File: src/rtl/bicubic_pkg.sv
// rtl/bicubic_pkg.sv - shared widths, constants and helpers for the bicubic MAC
package bicubic_pkg;

    localparam int DEF_DATA_W = 8;
    localparam int DEF_COEF_W = 10;
    localparam int DEF_FRAC_W = 8;

    // Catmull-Rom weights at t = 0.5 in Q(FRAC_W=8)
    localparam int CR_C0 = -16;
    localparam int CR_C1 = 144;
    localparam int CR_C2 = 144;
    localparam int CR_C3 = -16;

    function automatic int clog2(input int v);
        int r;
        r = 0;
        for (int k = 0; k < 31; k++) begin
            if ((1 << r) < v) r = r + 1;
        end
        return r;
    endfunction

    function automatic int round_half(input int frac_w);
        return (frac_w > 0) ? (1 << (frac_w - 1)) : 0;
    endfunction

    // Bit offset of adder-tree level lvl inside the flat tree bus; level k holds
    // taps>>k lanes of prod_w+k bits each.
    function automatic int tree_off(input int taps, input int prod_w, input int lvl);
        int off;
        off = 0;
        for (int k = 0; k < lvl; k++) begin
            off = off + (taps >> k) * (prod_w + k);
        end
        return off;
    endfunction

endpackage

File: src/rtl/mac_add_tree_stage.sv
// rtl/mac_add_tree_stage.sv - one registered pairwise signed add level with valid/enable
module mac_add_tree_stage #(
    parameter int N_OUT = 2,
    parameter int IN_W  = 19
) (
    input  logic                       clk,
    input  logic                       rst_n,
    input  logic                       en,
    input  logic                       in_valid,
    input  logic [2*N_OUT*IN_W-1:0]    data_in,
    output logic                       out_valid,
    output logic [N_OUT*(IN_W+1)-1:0]  data_out
);

    logic [N_OUT*(IN_W+1)-1:0] sum_d;

    for (genvar j = 0; j < N_OUT; j++) begin : g_pair
        logic [IN_W-1:0] a_raw;
        logic [IN_W-1:0] b_raw;
        logic [IN_W:0]   a_ext;
        logic [IN_W:0]   b_ext;
        assign a_raw = data_in[(2*j)*IN_W +: IN_W];
        assign b_raw = data_in[(2*j+1)*IN_W +: IN_W];
        assign a_ext = {a_raw[IN_W-1], a_raw};
        assign b_ext = {b_raw[IN_W-1], b_raw};
        // One guard bit per level keeps the pairwise sum exact.
        assign sum_d[j*(IN_W+1) +: IN_W+1] = a_ext + b_ext;
    end

    always_ff @(posedge clk or negedge rst_n) begin
        if (!rst_n) begin
            out_valid <= 1'b0;
        end else if (en) begin
            out_valid <= in_valid;
        end
    end

    always_ff @(posedge clk) begin
        if (en) begin
            data_out <= sum_d;
        end
    end

endmodule

File: src/rtl/bicubic_tap_mac.sv
// rtl/bicubic_tap_mac.sv - pipelined N-tap signed MAC with rounding, clamp and flow control
// Optional saturation counter enabled by defining BICUBIC_MAC_SAT_CNT_EN.
module bicubic_tap_mac
    import bicubic_pkg::*;
#(
    parameter int TAPS   = 4,
    parameter int DATA_W = DEF_DATA_W,
    parameter int COEF_W = DEF_COEF_W,
    parameter int FRAC_W = DEF_FRAC_W,
    parameter int OUT_W  = 8
) (
    input  logic                     clk,
    input  logic                     rst_n,
    input  logic                     in_valid,
    output logic                     in_ready,
    input  logic [TAPS*DATA_W-1:0]   pix_in,
    input  logic [TAPS*COEF_W-1:0]   coef_in,
    output logic                     out_valid,
    input  logic                     out_ready,
    output logic [OUT_W-1:0]         out_pix,
    output logic                     out_sat,
    output logic [15:0]              sat_cnt,
    input  logic                     sat_clr
);

    localparam int LOG_T  = clog2(TAPS);
    localparam int PROD_W = DATA_W + COEF_W + 1;
    localparam int SUM_W  = PROD_W + LOG_T;
    localparam int BUS_W  = tree_off(TAPS, PROD_W, LOG_T + 1);

    localparam logic signed [SUM_W:0] RND     = (SUM_W+1)'(round_half(FRAC_W));
    localparam logic signed [SUM_W:0] PIX_MAX = (SUM_W+1)'((1 << OUT_W) - 1);

    logic advance;
    assign advance  = out_ready | ~out_valid;
    assign in_ready = advance;

    logic [TAPS*PROD_W-1:0] prod_d;
    logic [TAPS*PROD_W-1:0] prod_q;
    logic                   prod_vld;

    for (genvar i = 0; i < TAPS; i++) begin : g_mul
        logic [DATA_W-1:0]        px_raw;
        logic [COEF_W-1:0]        cf_raw;
        logic signed [PROD_W-1:0] px;
        logic signed [PROD_W-1:0] cf;
        logic signed [PROD_W-1:0] p;
        assign px_raw = pix_in[i*DATA_W +: DATA_W];
        assign cf_raw = coef_in[i*COEF_W +: COEF_W];
        assign px = {{(COEF_W+1){1'b0}}, px_raw};
        assign cf = {{(DATA_W+1){cf_raw[COEF_W-1]}}, cf_raw};
        // Truncation to PROD_W is exact: the true product always fits.
        assign p  = px * cf;
        assign prod_d[i*PROD_W +: PROD_W] = p;
    end

    always_ff @(posedge clk or negedge rst_n) begin
        if (!rst_n) begin
            prod_vld <= 1'b0;
        end else if (advance) begin
            prod_vld <= in_valid;
        end
    end

    always_ff @(posedge clk) begin
        if (advance) begin
            prod_q <= prod_d;
        end
    end

    // Flat bus holding every tree level back to back, level 0 = registered products.
    logic [BUS_W-1:0] tree_bus;
    logic [LOG_T:0]   tree_vld;

    assign tree_bus[TAPS*PROD_W-1:0] = prod_q;
    assign tree_vld[0]               = prod_vld;

    for (genvar l = 0; l < LOG_T; l++) begin : g_lvl
        localparam int N_IN    = TAPS >> l;
        localparam int N_OUT   = TAPS >> (l + 1);
        localparam int IN_W    = PROD_W + l;
        localparam int OFF_IN  = tree_off(TAPS, PROD_W, l);
        localparam int OFF_OUT = tree_off(TAPS, PROD_W, l + 1);

        mac_add_tree_stage #(
            .N_OUT (N_OUT),
            .IN_W  (IN_W)
        ) u_stage (
            .clk       (clk),
            .rst_n     (rst_n),
            .en        (advance),
            .in_valid  (tree_vld[l]),
            .data_in   (tree_bus[OFF_IN +: N_IN*IN_W]),
            .out_valid (tree_vld[l+1]),
            .data_out  (tree_bus[OFF_OUT +: N_OUT*(IN_W+1)])
        );
    end

    logic [SUM_W-1:0]       sum_tot;
    logic signed [SUM_W:0]  sum_ext;
    logic signed [SUM_W:0]  rounded;
    logic signed [SUM_W:0]  shifted;
    logic [OUT_W-1:0]       pix_d;
    logic                   sat_d;

    assign sum_tot = tree_bus[BUS_W-1 -: SUM_W];
    assign sum_ext = {sum_tot[SUM_W-1], sum_tot};
    assign rounded = sum_ext + RND;
    assign shifted = rounded >>> FRAC_W;

    always_comb begin
        pix_d = shifted[OUT_W-1:0];
        sat_d = 1'b0;
        if (shifted[SUM_W]) begin
            pix_d = '0;
            sat_d = 1'b1;
        end else if (shifted > PIX_MAX) begin
            pix_d = '1;
            sat_d = 1'b1;
        end
    end

    always_ff @(posedge clk or negedge rst_n) begin
        if (!rst_n) begin
            out_valid <= 1'b0;
            out_pix   <= '0;
            out_sat   <= 1'b0;
        end else if (advance) begin
            out_valid <= tree_vld[LOG_T];
            out_pix   <= pix_d;
            out_sat   <= sat_d;
        end
    end

`ifdef BICUBIC_MAC_SAT_CNT_EN
    always_ff @(posedge clk or negedge rst_n) begin
        if (!rst_n) begin
            sat_cnt <= '0;
        end else if (sat_clr) begin
            sat_cnt <= '0;
        end else if (out_valid && out_ready && out_sat && (sat_cnt != 16'hFFFF)) begin
            sat_cnt <= sat_cnt + 16'd1;
        end
    end
`else
    logic sat_clr_unused;
    assign sat_clr_unused = sat_clr;
    assign sat_cnt        = '0;
`endif

endmodule

File: config.mk
export PLATFORM = sky130hd
export DESIGN_NAME = bicubic_tap_mac
export DESIGN_NICKNAME = d
export VERILOG_FILES = /design/src/rtl/bicubic_pkg.sv /design/src/rtl/mac_add_tree_stage.sv /design/src/rtl/bicubic_tap_mac.sv
export SDC_FILE = /design/constraint.sdc
export NUM_CORES = 1
export LEC_CHECK = 0
export ABC_AREA = 1
export CORE_UTILIZATION = 45
export CTS_CLUSTER_SIZE = 8
export DETAILED_ROUTE_END_ITERATION = 7
export PLACE_DENSITY_LB_ADDON = 0.12
export RECOVER_POWER = 50
export SLEW_MARGIN = 30
export SYNTH_ARGS = -nofsm -noshare
export SYNTH_HDL_FRONTEND = slang
export SYNTH_SLANG_ARGS = --single-unit
File: constraint.sdc
create_clock -name clk -period 5.9 [get_ports clk]
set_clock_uncertainty 0.05 [all_clocks]
set_input_delay 1.18 -clock clk [delete_from_list [all_inputs] [get_ports clk]]
set_output_delay 1.18 -clock clk [all_outputs]
set_load 0.03 [all_outputs]
==> metrics.csv, run 1 <==
stage,metric,value,unit
clock_network,Worst-Skew Late Latency,430,ps
placed_design,final RePlAce weighted congestion,0.940,
finish,Nets,3231,
synthesis,Synth Instances,2599,
synthesis,"Cell Area, Synth",0.0209,sq mm
finish,most frequent cells in the layout,"inv_1, nand2_1, fa_1",
finish,layout overhead on the synthesized area,10.2,%
drt,violation count after the first detailed-routing iteration,833,
clock_network,CTS buffer count,17,
sta,fmax,183,MHz
sta,total negative slack,0,ps
synthesis,YS warnings,0,
sta,RSZ-0062 raised after global routing,false,
finish,n_diodes,0,
synthesis,Unique masters post-synth,48,
global_route,vias in the first global route,15800,
critical_path,Worst setup SP type,input pin,
floorplanning,Starting Density,45.9,%
pwr,P_leak,13.0,nW
global_route,first-pass GRT wire length,74.8,mm
finish,layout cell share with drive strength beyond 1,3.57,%
pwr,peak supply drop,0.221,mV
synthesis,leading area contributor after synthesis,fa_1,
global_route,largest net degree at the start of global routing,65,
drt,DRT Pass-1 Iters,5,
sta,Final Hold Fails,0,
clock_network,# H-tree levels,4,
clock_network,CTS Hold Bufs,0,
floorplanning,die area,0.0473,sq mm
placed_design,DP HPWL,37.2,mm
clock_network,number of gates resized after cts,0,
critical_path,r2r worst-path depth,8,
synthesis,synthesis-stage register bit count,143,
floorplanning,Die Wd,218,microns
drt,DRC Markers,0,
critical_path,R2R Path End,out_pix[1],
placed_design,port bufs,86,
finish,final instance count without filler cells,3291,
critical_path,Reg-to-Reg Start,out_valid,
critical_path,WP data required,6040,ps
critical_path,"critical path fanouts, max",9,
min_path,Worst Hold Class,register to register,
floorplanning,Core Box Area,0.0456,sq mm
status,run status,finished with violations,
min_path,Worst Hold Path Cells,2,
synthesis,post-synthesis sequential area ratio,20.2,%
clock_network,# Post-CTS Setup Buffers,0,
synthesis,Synth area leaders,"fa_1, edfxtp_1, inv_1",
critical_path,crit path to,prod_q[53],
drt,via-per-instance ratio,4.73,
drt,DRT antenna net count,0,
finish,final core occ,50.6,%
synthesis,post-synth top area share,25.5,%
critical_path,"Arr. time, crit path",5600,ps
sta,setup violators final,0,
clock_network,CTS tree,yes,
global_route,initial antenna violation count,0,
clock_network,clk slew on worst S/H paths,70,ps
clock_network,TritonCTS Sinks,143,
sta,final cycle utilization of the critical path,92.6,%
clock_network,Root Driver,clkbuf_16,
drt,DR WL/cell,13.1,microns
floorplanning,Ports,104,
flow_run,max-cap viol count,2,
sta,Slew HR,-65.1,%
global_route,All-Layer GR Usage,19.4,%
clock_network,CTS Buffer Depth,2,
pwr,Power Dens Cells,527,mW/mm^2
global_route,grt ovf,0,
critical_path,"reg-to-reg slack, setup",2320,ps
critical_path,CP endpoint kind,register,
status,failing checks,"capacitance limit, slew limit",
critical_path,CP Class,input pin to register,
critical_path,Worst setup startpoint,pix_in[16],
finish,"most common cell after layout, fill and taps aside",inv_1,
floorplanning,row count,78,
floorplanning,die height,218,microns
sta,Least-Margin Pin Slew,2480,ps
placed_design,dpl cells,3259,
sta,Final Max Tran Viols,49,
sta,Final min period,5460,ps
synthesis,Syn Area/Cell,8.05,sq um
drt,Total Wirelength,42.9,mm
drt,vias,15600,
how the worst min path moves through the flow:
stage | from | to
final | g_lvl[1].u_stage.out_valid | out_valid
after global routing | out_pix[0] | out_pix[0]
after CTS | g_lvl[1].u_stage.out_valid | out_valid
after detailed placement | g_lvl[1].u_stage.out_valid | out_valid
after global placement | g_lvl[1].u_stage.out_valid | out_valid
after floorplan | g_lvl[1].u_stage.out_valid | out_valid
critical path: stages:
cell and delay [ps]:
clkdlybuf4s50_1 530, clkbuf_1 430, nand2_1 140, fa_1 510
inv_1 50, fa_1 510, inv_1 50, fa_1 460
fa_1 540, inv_1 40, ha_1 330, nand2_1 80
inv_1 40, a21oi_1 300, o21bai_1 150, nand3_1 110
nand2_1 60, nand2_1 60, nand2_1 50
layer usage:
metal	GRT usage [%]	up-vias	wire, microns
li1	-	7905	-
met1	27.7	7351	21200
met4	3.78	0	385
met3	1.73	26	1510
met2	32.0	296	19900
met5	0	-	0
stage by stage:
stage / cell area [sq um] / hold slack, ps / setup slack (ps) / total power, W
final: 23100 / 405 / 439 / 0.0122
after detailed placement: 22600 / 392 / 65.7 / 0.0112
after CTS: 23100 / 410 / 530 / 0.0123
after global routing: 23100 / 439 / 197 / 0.0136
after floorplan: 21000 / 370 / 549 / 0.00903
after global placement: 22600 / 385 / 73.1 / 0.0111
registers in the layout (all words and copies together), names as in the netlist:
signal	cells
out_valid	1
out_pix	8
g_lvl.u_stage.data_out	54
prod_vld	1
g_lvl.u_stage.out_valid	2
prod_q	76
out_sat	1
layout make-up:
| cell class | instances | area (sq um) |
|---|---|---|
| fill | 4401 | 22500 |
| sequential | 143 | 4230 |
| clock inverter | 15 | 150 |
| inverter | 727 | 2740 |
| tap | 600 | 751 |
| timing repair buffer | 136 | 1220 |
| clock buffer | 17 | 425 |
| multi-input combinational | 1653 | 13500 |
cells by family (layout without fill, tap and decap cells):
family,count (synthesis),in the layout,synth area share (%)
compound gates,223,223,6.17
buf+inv,818,895,15.0
xor+xnor,105,105,4.40
fa+ha+maj,476,476,38.0
simple gates,833,833,16.2
other cells,1,16,0.0179
flops,143,143,20.2
power by group:
part           leakage [nW]  switching (W)  internal [W]
Combinational          11.2        0.00530       0.00332
Clock                 0.283       0.000447      0.000592
Sequential             1.49       0.000309       0.00219
cells in the mapped netlist (all sizes together):
cell type,instances
o21ai,73
nor3,15
nand3b,5
a211oi,1
a31oi,7
nand3,74
o21a,2
xor2,65
dfrtp,13
nand2,629
inv,724
and2,2
o21bai,12
conb,1
nand4,18
clkinv,3
ha,210
nor4,4
nor2,85
fa,266
clkbuf,51
o22ai,1
o31ai,1
a21o,13
xnor2,40
a21boi,8
edfxtp,130
o211ai,2
o2111ai,1
buf,40
a21oi,102
and3,1
No activity file was read; power rests on OpenSTA's default activity.
==> run 2, diff against run 1 <==
- CTS_CLUSTER_SIZE: 8 -> unset
==> results of run 2 <==
Final layout, timing and power as in run 1 (identical DEF).
==> run 3, diff against run 2 <==
- CORE_UTILIZATION: 45 -> 46
==> run 3 against run 2 <==
Net effect:
- the flow still finishes with violations (capacitance limit, slew limit)
- core utilization up 1.1 points
- die area down 2.2%
- register-to-register slack better by 160 ps
- non-clock buffer count down 3
- total power down 0.23%
- largest cell class unchanged
==> metrics.csv, run 3 (same netlist as run 1, synthesis figures left out) <==
stage,metric,value,unit
status,run status,finished with violations,
status,failing checks,"capacitance limit, slew limit",
critical_path,most prevalent standard cell on the critical path,nand2_1,
drt,DR WL/cell,13.0,microns
drt,Total Wirelength,42.5,mm
critical_path,WP data required,6030,ps
sta,Least-Margin Pin Slew,1970,ps
clock_network,CTS Buffer Depth,2,
clock_network,number of gates resized after cts,0,
min_path,Worst Hold Path Cells,2,
critical_path,"Arr. time, crit path",5670,ps
sta,Final Hold Fails,0,
finish,# fillers,4327,
drt,violation count after the first detailed-routing iteration,893,
finish,Nets,3228,
global_route,largest net degree at the start of global routing,56,
critical_path,ordered list of cells on the worst path,dlygate4sd3_1 -> clkbuf_1 -> nand2_1 -> fa_1 -> inv_1 -> fa_1 -> inv_1 -> fa_1 -> fa_1 -> inv_1 -> ha_1 -> nand2_1 -> inv_1 -> a21oi_1 -> o21bai_1 -> nand3_1 -> nand2_1 -> nand2_1 -> nand2_1,
floorplanning,Starting Density,47.0,%
clock_network,CTS buffer count,17,
finish,Final Cell Area,0.0230,sq mm
global_route,initial antenna violation count,1,
flow_run,max-cap viol count,1,
sta,Final Max Tran Viols,40,
sta,Slew HR,-31.1,%
finish,layout cell share with drive strength beyond 1,3.42,%
placed_design,port bufs,86,
drt,DRT Pass-1 Iters,5,
floorplanning,die area,0.0463,sq mm
finish,most frequent cells in the layout,"inv_1, nand2_1, fa_1",
critical_path,Crit path largest cell delay,620,ps
clock_network,TritonCTS Sinks,143,
floorplanning,row count,77,
clock_network,CTS tree,yes,
critical_path,CP endpoint kind,register,
drt,DRT antenna net count,0,
clock_network,Worst-Skew Late Latency,430,ps
critical_path,Worst setup SP type,input pin,
critical_path,"critical path fanouts, max",8,
drt,vias,15500,
critical_path,r2r worst-path depth,5,
floorplanning,die height,215,microns
sta,RSZ-0062 raised after global routing,false,
finish,max reg flops,76,
global_route,vias in the first global route,15700,
sta,final cycle utilization of the critical path,93.9,%
finish,Top Registers,"prod_q (76), g_lvl.u_stage.data_out (54), out_pix (8)",
drt,DRC Markers,0,
global_route,first-pass GRT wire length,74.5,mm
placed_design,final RePlAce weighted congestion,0.911,
critical_path,worst path buffer plus inverter count,6,
finish,layout overhead on the synthesized area,10.0,%
critical_path,CP max-delay cell,dlygate4sd3_1,
finish,Top reg by flops,prod_q,
global_route,All-Layer GR Usage,19.5,%
clock_network,# Post-CTS Setup Buffers,0,
sta,Hold WS,403,ps
critical_path,Crit path max-delay family,adder cells,
finish,"most common cell after layout, fill and taps aside",inv_1,
global_route,grt ovf,0,
placed_design,placed instance area,0.0225,sq mm
pwr,Power Dens Cells,527,mW/mm^2
critical_path,CP Class,input pin to register,
finish,n_diodes,0,
clock_network,# H-tree levels,4,
clock_network,Root Driver,clkbuf_16,
placed_design,DP HPWL,36.6,mm
clock_network,clk slew on worst S/H paths,70,ps
floorplanning,Die Wd,215,microns
sta,setup violators final,0,
pwr,peak supply drop,0.299,mV
drt,via-per-instance ratio,4.73,
floorplanning,Ports,104,
pwr,P_leak,12.9,nW
sta,Final min period,5540,ps
min_path,Worst Hold Class,register to register,
clock_network,CTS Hold Bufs,0,
finish,final core occ,51.7,%
floorplanning,Core Box Area,0.0445,sq mm
sta,fmax,180,MHz
critical_path,Worst path depth,19,
-- run 3: worst paths after layout --
kind                                                     end  slack (ps)                       start
worst max-delay path                              prod_q[53]         360                  pix_in[16]
worst min-delay path                               out_valid         400  g_lvl[1].u_stage.out_valid
worst max register to register  g_lvl[0].u_stage.data_out[7]        2480                   out_valid
worst min register to register                     out_valid         400  g_lvl[1].u_stage.out_valid
max in group asynchronous                         out_pix[4]        4310                       rst_n
min in group asynchronous                         out_pix[7]        1130                       rst_n
-- run 3: metal layers --
layer  global-route usage, %  part of all wire [%]
met5                       0                     0
met4                    3.43                  0.65
met3                    1.54                   3.6
met2                    31.7                    46
met1                    28.6                    50
-- run 3: report_power, final --
part	internal (W)	switching [W]
sequential	0.00218	0.000314
clock	0.000582	0.000430
combinational	0.00331	0.00530
total	0.00608	0.00605
-- run 3: per-stage QoR --
stage	total power, W	TNS (ps)	setup slack, ps	cells
after global routing	0.0136	0	118	3280
final	0.0121	0	358	3280
after global placement	0.0111	0	16.6	3248
after detailed placement	0.0112	-10.3	-10.3	3248
after floorplan	0.00903	0	549	2614
after CTS	0.0123	0	442	3280
-- run 3: tightest hold or removal path, delay by kind of cell, from the launching register on --
| family | cells | cell delay (ps) |
|---|---|---|
| buf+inv | 1 | 40 |
| flops | 1 | 330 |
| simple gates | 1 | 50 |
-- run 3: area by class of cell --
| class | count | area [sq um] | area share, % |
|---|---|---|---|
| Multi-Input combinational cell | 1653 | 13500 | 58.9 |
| Sequential cell | 143 | 4230 | 18.4 |
| Inverter | 727 | 2740 | 11.9 |
| Timing Repair Buffer | 133 | 1200 | 5.21 |
| Tap cell | 592 | 741 | 3.22 |
| Clock buffer | 17 | 425 | 1.85 |
| Clock inverter | 15 | 136 | 0.593 |
